--- config.mk ---
export PLATFORM = sky130hd
export DESIGN_NAME = uart_rx_framed
export DESIGN_NICKNAME = d
export VERILOG_FILES = /design/src/rtl/uart_rx_framed.sv
export SDC_FILE = /design/constraint.sdc
export NUM_CORES = 1
export LEC_CHECK = 0
export BUFFER_PORTS_ARGS = -buffer_cell sky130_fd_sc_hd__buf_2
export CELL_PAD_IN_SITES_DETAIL_PLACEMENT = 0
export CELL_PAD_IN_SITES_GLOBAL_PLACEMENT = 1
export CORE_MARGIN = 3
export CORE_UTILIZATION = 40
export CTS_BUF_LIST = sky130_fd_sc_hd__clkbuf_8
export DETAILED_ROUTE_END_ITERATION = 16
export PLACE_DENSITY = 0.75
export SLEW_MARGIN = 0
export SYNTH_ARGS = -nofsm -noshare
export SYNTH_HDL_FRONTEND = slang
export SYNTH_SLANG_ARGS = --single-unit
--- constraint.sdc ---
create_clock -name i_clk -period 1.9 [get_ports i_clk]
set_input_delay 0.285 -clock i_clk [delete_from_list [all_inputs] [get_ports i_clk]]
set_output_delay 0.285 -clock i_clk [all_outputs]
set_load 0.03 [all_outputs]
--- src/rtl/uart_rx_framed.sv ---
// Oversampled UART receiver with optional parity, 1 or 2 stop bits, break detection
// and a single-word output register with valid/ready handshake and overrun flag.
module uart_rx_framed #(
   parameter int DBIT      = 8,
   parameter int OVS       = 16,
   parameter int PARITY_EN = 1,
   parameter int STOP_BITS = 1
) (
   input  logic            i_clk,
   input  logic            i_reset,
   input  logic            i_rx,
   input  logic            i_s_tick,
   input  logic            i_par_odd,
   input  logic            i_ready,
   output logic [DBIT-1:0] o_data,
   output logic            o_valid,
   output logic            o_parity_err,
   output logic            o_frame_err,
   output logic            o_break,
   output logic            o_overrun,
   output logic            o_busy
);

   localparam int SW = $clog2(OVS);
   localparam int NW = $clog2(DBIT + 1);
   localparam logic [SW-1:0] S_HALF    = SW'(OVS / 2 - 1);
   localparam logic [SW-1:0] S_LAST    = SW'(OVS - 1);
   localparam logic [NW-1:0] N_LAST    = NW'(DBIT - 1);
   localparam logic [NW-1:0] STOP_LAST = NW'(STOP_BITS - 1);

   typedef enum logic [2:0] {
      ST_IDLE   = 3'd0,
      ST_START  = 3'd1,
      ST_DATA   = 3'd2,
      ST_PARITY = 3'd3,
      ST_STOP   = 3'd4
   } state_t;

   function automatic logic calc_parity(input logic [DBIT-1:0] d);
      return ^d;
   endfunction

   logic            rx_meta_r, rx_sync_r, rx_prev_r;
   state_t          state_r, state_next_s;
   logic [SW-1:0]   s_r, s_next_s;
   logic [NW-1:0]   n_r, n_next_s;
   logic [DBIT-1:0] shreg_r, shreg_next_s;
   logic            par_bit_r, par_bit_next_s;
   logic            ferr_r, ferr_next_s;
   logic            brk_r, brk_next_s;
   logic            done_s, fall_s, brk_now_s, par_err_s;
   logic [DBIT-1:0] data_r;
   logic            valid_r, perr_out_r, ferr_out_r, brk_out_r, ovr_out_r, busy_r;

   assign fall_s    = rx_prev_r & ~rx_sync_r;
   // Break needs an all-zero frame up to and including the first stop sample.
   assign brk_now_s = (shreg_r == {DBIT{1'b0}}) &&
                      ((PARITY_EN == 0) || (par_bit_r == 1'b0)) &&
                      (rx_sync_r == 1'b0);
   assign par_err_s = (PARITY_EN != 0) ? ((calc_parity(shreg_r) ^ par_bit_r) != i_par_odd) : 1'b0;

   // Line synchronizer and edge-detect history, idle-high out of reset.
   always_ff @(posedge i_clk or posedge i_reset) begin
      if (i_reset) begin
         rx_meta_r <= 1'b1;
         rx_sync_r <= 1'b1;
         rx_prev_r <= 1'b1;
      end else begin
         rx_meta_r <= i_rx;
         rx_sync_r <= rx_meta_r;
         rx_prev_r <= rx_sync_r;
      end
   end

   // FSM and frame datapath registers.
   always_ff @(posedge i_clk or posedge i_reset) begin
      if (i_reset) begin
         state_r   <= ST_IDLE;
         s_r       <= {SW{1'b0}};
         n_r       <= {NW{1'b0}};
         shreg_r   <= {DBIT{1'b0}};
         par_bit_r <= 1'b0;
         ferr_r    <= 1'b0;
         brk_r     <= 1'b0;
         busy_r    <= 1'b0;
      end else begin
         state_r   <= state_next_s;
         s_r       <= s_next_s;
         n_r       <= n_next_s;
         shreg_r   <= shreg_next_s;
         par_bit_r <= par_bit_next_s;
         ferr_r    <= ferr_next_s;
         brk_r     <= brk_next_s;
         busy_r    <= (state_next_s != ST_IDLE);
      end
   end

   // Next-state and datapath update, sampling at mid-bit on oversampling ticks.
   always_comb begin
      state_next_s   = state_r;
      s_next_s       = s_r;
      n_next_s       = n_r;
      shreg_next_s   = shreg_r;
      par_bit_next_s = par_bit_r;
      ferr_next_s    = ferr_r;
      brk_next_s     = brk_r;
      done_s         = 1'b0;
      case (state_r)
         ST_IDLE: begin
            if (fall_s) begin
               state_next_s = ST_START;
               s_next_s     = {SW{1'b0}};
               n_next_s     = {NW{1'b0}};
               ferr_next_s  = 1'b0;
               brk_next_s   = 1'b0;
            end else begin
               state_next_s = ST_IDLE;
            end
         end
         ST_START: begin
            if (!i_s_tick) begin
               s_next_s = s_r;
            end else if (s_r == S_HALF) begin
               s_next_s = {SW{1'b0}};
               if (rx_sync_r == 1'b0) begin
                  state_next_s = ST_DATA;
               end else begin
                  state_next_s = ST_IDLE;
               end
            end else begin
               s_next_s = s_r + SW'(1);
            end
         end
         ST_DATA: begin
            if (!i_s_tick) begin
               s_next_s = s_r;
            end else if (s_r == S_LAST) begin
               s_next_s     = {SW{1'b0}};
               shreg_next_s = {rx_sync_r, shreg_r[DBIT-1:1]};
               if (n_r == N_LAST) begin
                  n_next_s     = {NW{1'b0}};
                  state_next_s = (PARITY_EN != 0) ? ST_PARITY : ST_STOP;
               end else begin
                  n_next_s = n_r + NW'(1);
               end
            end else begin
               s_next_s = s_r + SW'(1);
            end
         end
         ST_PARITY: begin
            if (!i_s_tick) begin
               s_next_s = s_r;
            end else if (s_r == S_LAST) begin
               s_next_s       = {SW{1'b0}};
               par_bit_next_s = rx_sync_r;
               state_next_s   = ST_STOP;
            end else begin
               s_next_s = s_r + SW'(1);
            end
         end
         ST_STOP: begin
            if (!i_s_tick) begin
               s_next_s = s_r;
            end else if (s_r == S_LAST) begin
               s_next_s    = {SW{1'b0}};
               ferr_next_s = ferr_r | ~rx_sync_r;
               if (n_r == {NW{1'b0}}) begin
                  brk_next_s = brk_now_s;
               end else begin
                  brk_next_s = brk_r;
               end
               // Leave at the last stop sample so the next start edge is caught early.
               if (n_r == STOP_LAST) begin
                  state_next_s = ST_IDLE;
                  done_s       = 1'b1;
               end else begin
                  n_next_s = n_r + NW'(1);
               end
            end else begin
               s_next_s = s_r + SW'(1);
            end
         end
         default: begin
            state_next_s = ST_IDLE;
         end
      endcase
   end

   // Output word register: loads on completion, clears valid on consume.
   always_ff @(posedge i_clk or posedge i_reset) begin
      if (i_reset) begin
         data_r     <= {DBIT{1'b0}};
         valid_r    <= 1'b0;
         perr_out_r <= 1'b0;
         ferr_out_r <= 1'b0;
         brk_out_r  <= 1'b0;
         ovr_out_r  <= 1'b0;
      end else if (done_s) begin
         data_r     <= shreg_r;
         valid_r    <= 1'b1;
         perr_out_r <= par_err_s;
         ferr_out_r <= ferr_next_s;
         brk_out_r  <= brk_next_s;
         ovr_out_r  <= valid_r & ~i_ready;
      end else if (valid_r && i_ready) begin
         valid_r <= 1'b0;
      end else begin
         valid_r <= valid_r;
      end
   end

   assign o_data       = data_r;
   assign o_valid      = valid_r;
   assign o_parity_err = perr_out_r;
   assign o_frame_err  = ferr_out_r;
   assign o_break      = brk_out_r;
   assign o_overrun    = ovr_out_r;
   assign o_busy       = busy_r;

endmodule
==> results.json <==
{
  "status": "finished, final reports clean",
  "fp.dieH_um": 74.09,
  "netlist_top_cells_area": "dfrtp_1, o21ai_0, nand2_1",
  "syn_nets": 203,
  "clockBufferDepth": 2,
  "ys_ff_latch": 38,
  "wl_per_cell_um": 13.31,
  "powerDensity_nw_per_um2": 1162,
  "synth_edf_count": 0,
  "routed_wl_mm": 3.580,
  "slew_violations": 0,
  "setup_viol": 0,
  "synth_ff_type": "dfrtp_1",
  "min_path_type": "in2reg",
  "postCtsHoldBufs": 0,
  "crit_chain": "or3_4, nor3b_4, a211oi_2, or4_1, nand2_1",
  "ys_warn_count": 0,
  "overflow": 0,
  "critical_path_buf_inv_count": 0,
  "ant_nets": 0,
  "ys_seq_area_share_pct": 51.48,
  "grt_first_pass_wirelength_mm": 6.141,
  "rsz0062_at_grt": "false",
  "gp_congestion": 0.8015,
  "root_buffer": "clkbuf_8",
  "diodes": 0,
  "first_global_vias": 1317,
  "place_hpwl_mm": 2.614,
  "final_util_pct": 49.09,
  "ios": 20,
  "timing.slew.headroom_pct": 68.55,
  "post-route-drc-count": 0,
  "antenna_found_initial": 0,
  "dieWidth_um": 74.09,
  "min_period_ns": 1.820,
  "port_buffers": 19,
  "finalHoldViolations": 0,
  "power.total_uw": 2518,
  "grt_max_degree": 39,
  "synth_area_um2": 1854,
  "arrival_ns": 2.05,
  "clock_skew_ns": 0.002460,
  "tightest_slew_ns": 0.4718,
  "synthDominantCellAreaShare_pct": 47.23,
  "drt_iter0_drc": 103,
  "crit_path_end_kind": "register",
  "cts.sinks": 38,
  "syn_inst": 190,
  "clock_latency_ns": 0.28,
  "areaGrowthSynthToFinish_pct": 16.87,
  "track_usage_pct": 14.77,
  "die_area_um2": 5489,
  "path_class": "reg2reg",
  "clk_pin_slew_ns": 0.07,
  "postSynth.asyncResetShare_pct": 100.0,
  "vias_per_cell": 5.219,
  "max_cap_violations": 0,
  "ys_types": 45,
  "drive_gt1_share_pct": 23.50,
  "crit_path_start_kind": "register",
  "max_freq_mhz": 549.4,
  "crit_family": "simple AND/OR/NAND/NOR gates",
  "cts_tree": "built",
  "cts_buffers": 5,
  "drtPass1Iterations": 4,
  "core-area_um2": 4414,
  "cpPeakStageDelay_ns": 0.52,
  "cpMaxStageDelayCell": "or4_1",
  "num_vias": 1404,
  "vdd_drop_max_v": 0.0004721,
  "h-tree-depth": 2,
  "synth_top_area_cell": "dfrtp_1",
  "start_util_pct": 42.01,
  "critPathMaxFanout": 7,
  "fin_crit_sh_pct": 95.80,
  "crit_required_ns": 2.13,
  "row_count": 24,
  "avgSynthCellArea_um2": 9.759,
  "leakage_uw": 0.001021,
  "fin_nets": 230
}
==> path summary, 6_finish.rpt <==
| path | startpoint | to | slack, ns | depth (start not counted) |
|---|---|---|---|---|
| max | state_r[2]$_DFF_PP0_ | n_r[3]$_DFFE_PP0P_ | 0.08 | 5 |
| min | i_rx | rx_meta_r$_DFF_PP1_ | 0.09 | 1 |
| max reg2reg | state_r[2]$_DFF_PP0_ | n_r[3]$_DFFE_PP0P_ | 0.08 | 5 |
| min reg2reg | rx_meta_r$_DFF_PP1_ | rx_sync_r$_DFF_PP1_ | 0.36 | 0 |
| max in group asynchronous | i_reset | state_r[2]$_DFF_PP0_ | 1.45 | 3 |
| min in group asynchronous | i_reset | o_valid$_DFFE_PP0P_ | 0.10 | 3 |
==> power by group <==
part | switching [uW] | internal, uW | total (uW) | leakage, uW
Combinational | 403 | 363 | 766 | 0.000506
Sequential | 110 | 951 | 1060 | 0.000457
Clock | 271 | 420 | 690 | 0.0000573
==> through the flow <==
step	hold slack, ns	setup slack [ns]	area [um2]	instances	TNS (ns)
3_3_place_gp	0.3453	0.1170	2039	262	0
3_5_place_dp	0.3472	-0.003003	2039	262	-0.003003
2_1_floorplan	0.2895	0.05631	1854	190	0
6_report	0.09364	0.07975	2167	269	0
5_1_grt	0.07275	0.009464	2167	269	0
4_1_cts	0.08324	0.01337	2157	269	0
==> worst register-to-register path: stages, from the launching register on <==
cell      delay (ns)
dfrtp_2         0.44
or3_4           0.42
nor3b_4         0.23
a211oi_2        0.06
or4_1           0.52
nand2_1         0.08
==> placed cells by master, fill, tap and decap left out, drive strengths merged, types with 2 or more instances in the layout <==
cell type and instances:
a21oi 4, or3 2, nand4 2, nor2b 2
nor3b 5, inv 13, dfstp 3, nand2b 3
buf 29, nand3b 2, o31ai 2, nand2 33
a21o 2, dfrtp 35, nand3 4, a31oi 3
nor2 4, ha 7, nor3 4, xnor2 5
a211oi 2, o21ai 28, clkbuf 6
==> routing by layer <==
metal | global-route usage [%] | part of all wire, %
met3 | 4.865 | 4.3
met4 | 6.237 | 1.3
met5 | 0 | 0
met2 | 22.24 | 47
met1 | 19.52 | 47
==> kinds of logic (layout without fill, tap and decap cells) <==
logic type      count (synthesis)  after routing  synth area share (%)
simple gates                   68             68                 19.43
compound gates                 48             48                 15.52
flops                          38             38                 51.48
buf+inv                        22             49                 5.330
fa+ha+maj                       7              7                 4.723
xor+xnor                        5              5                 2.362
mux                             2              2                 1.147
==> sequential cells by signal, indices dropped and copies added, names as in the netlist, 3 cells and up <==
name,flops
o_data,8
shreg_r,8
n_r,4
s_r,4
state_r,3
==> final cells by class <==
cell class              instances  area (um2)
clock buffers                   6       82.58
repair buffers                 29       170.2
well taps                      52       65.06
multi-input cells             130       814.5
clock inverters                 1       30.03
fillers                       428        2247
flip-flops and latches         38       955.9
inverters                      13       48.80
==> cell usage after synthesis, drive strengths merged (2+ instances only) <==
cell type,count
dfstp,3
dfrtp,35
nand3b,2
nand3,4
a31oi,3
ha,7
nor3b,5
xnor2,5
inv,13
o31ai,2
a21o,2
nand2,33
nor2,4
nor3,4
nor2b,2
clkbuf,6
nand4,2
buf,3
nand2b,3
a21oi,4
o21ai,28
or3,2
a211oi,2
==> repair_timing <==
item | in CTS | in global routing
resized for setup | 1 | 4
setup buffers | 0 | 0
setup endpoints to repair | 1 | 9
Note: power is estimated with default switching activity, not from simulation.
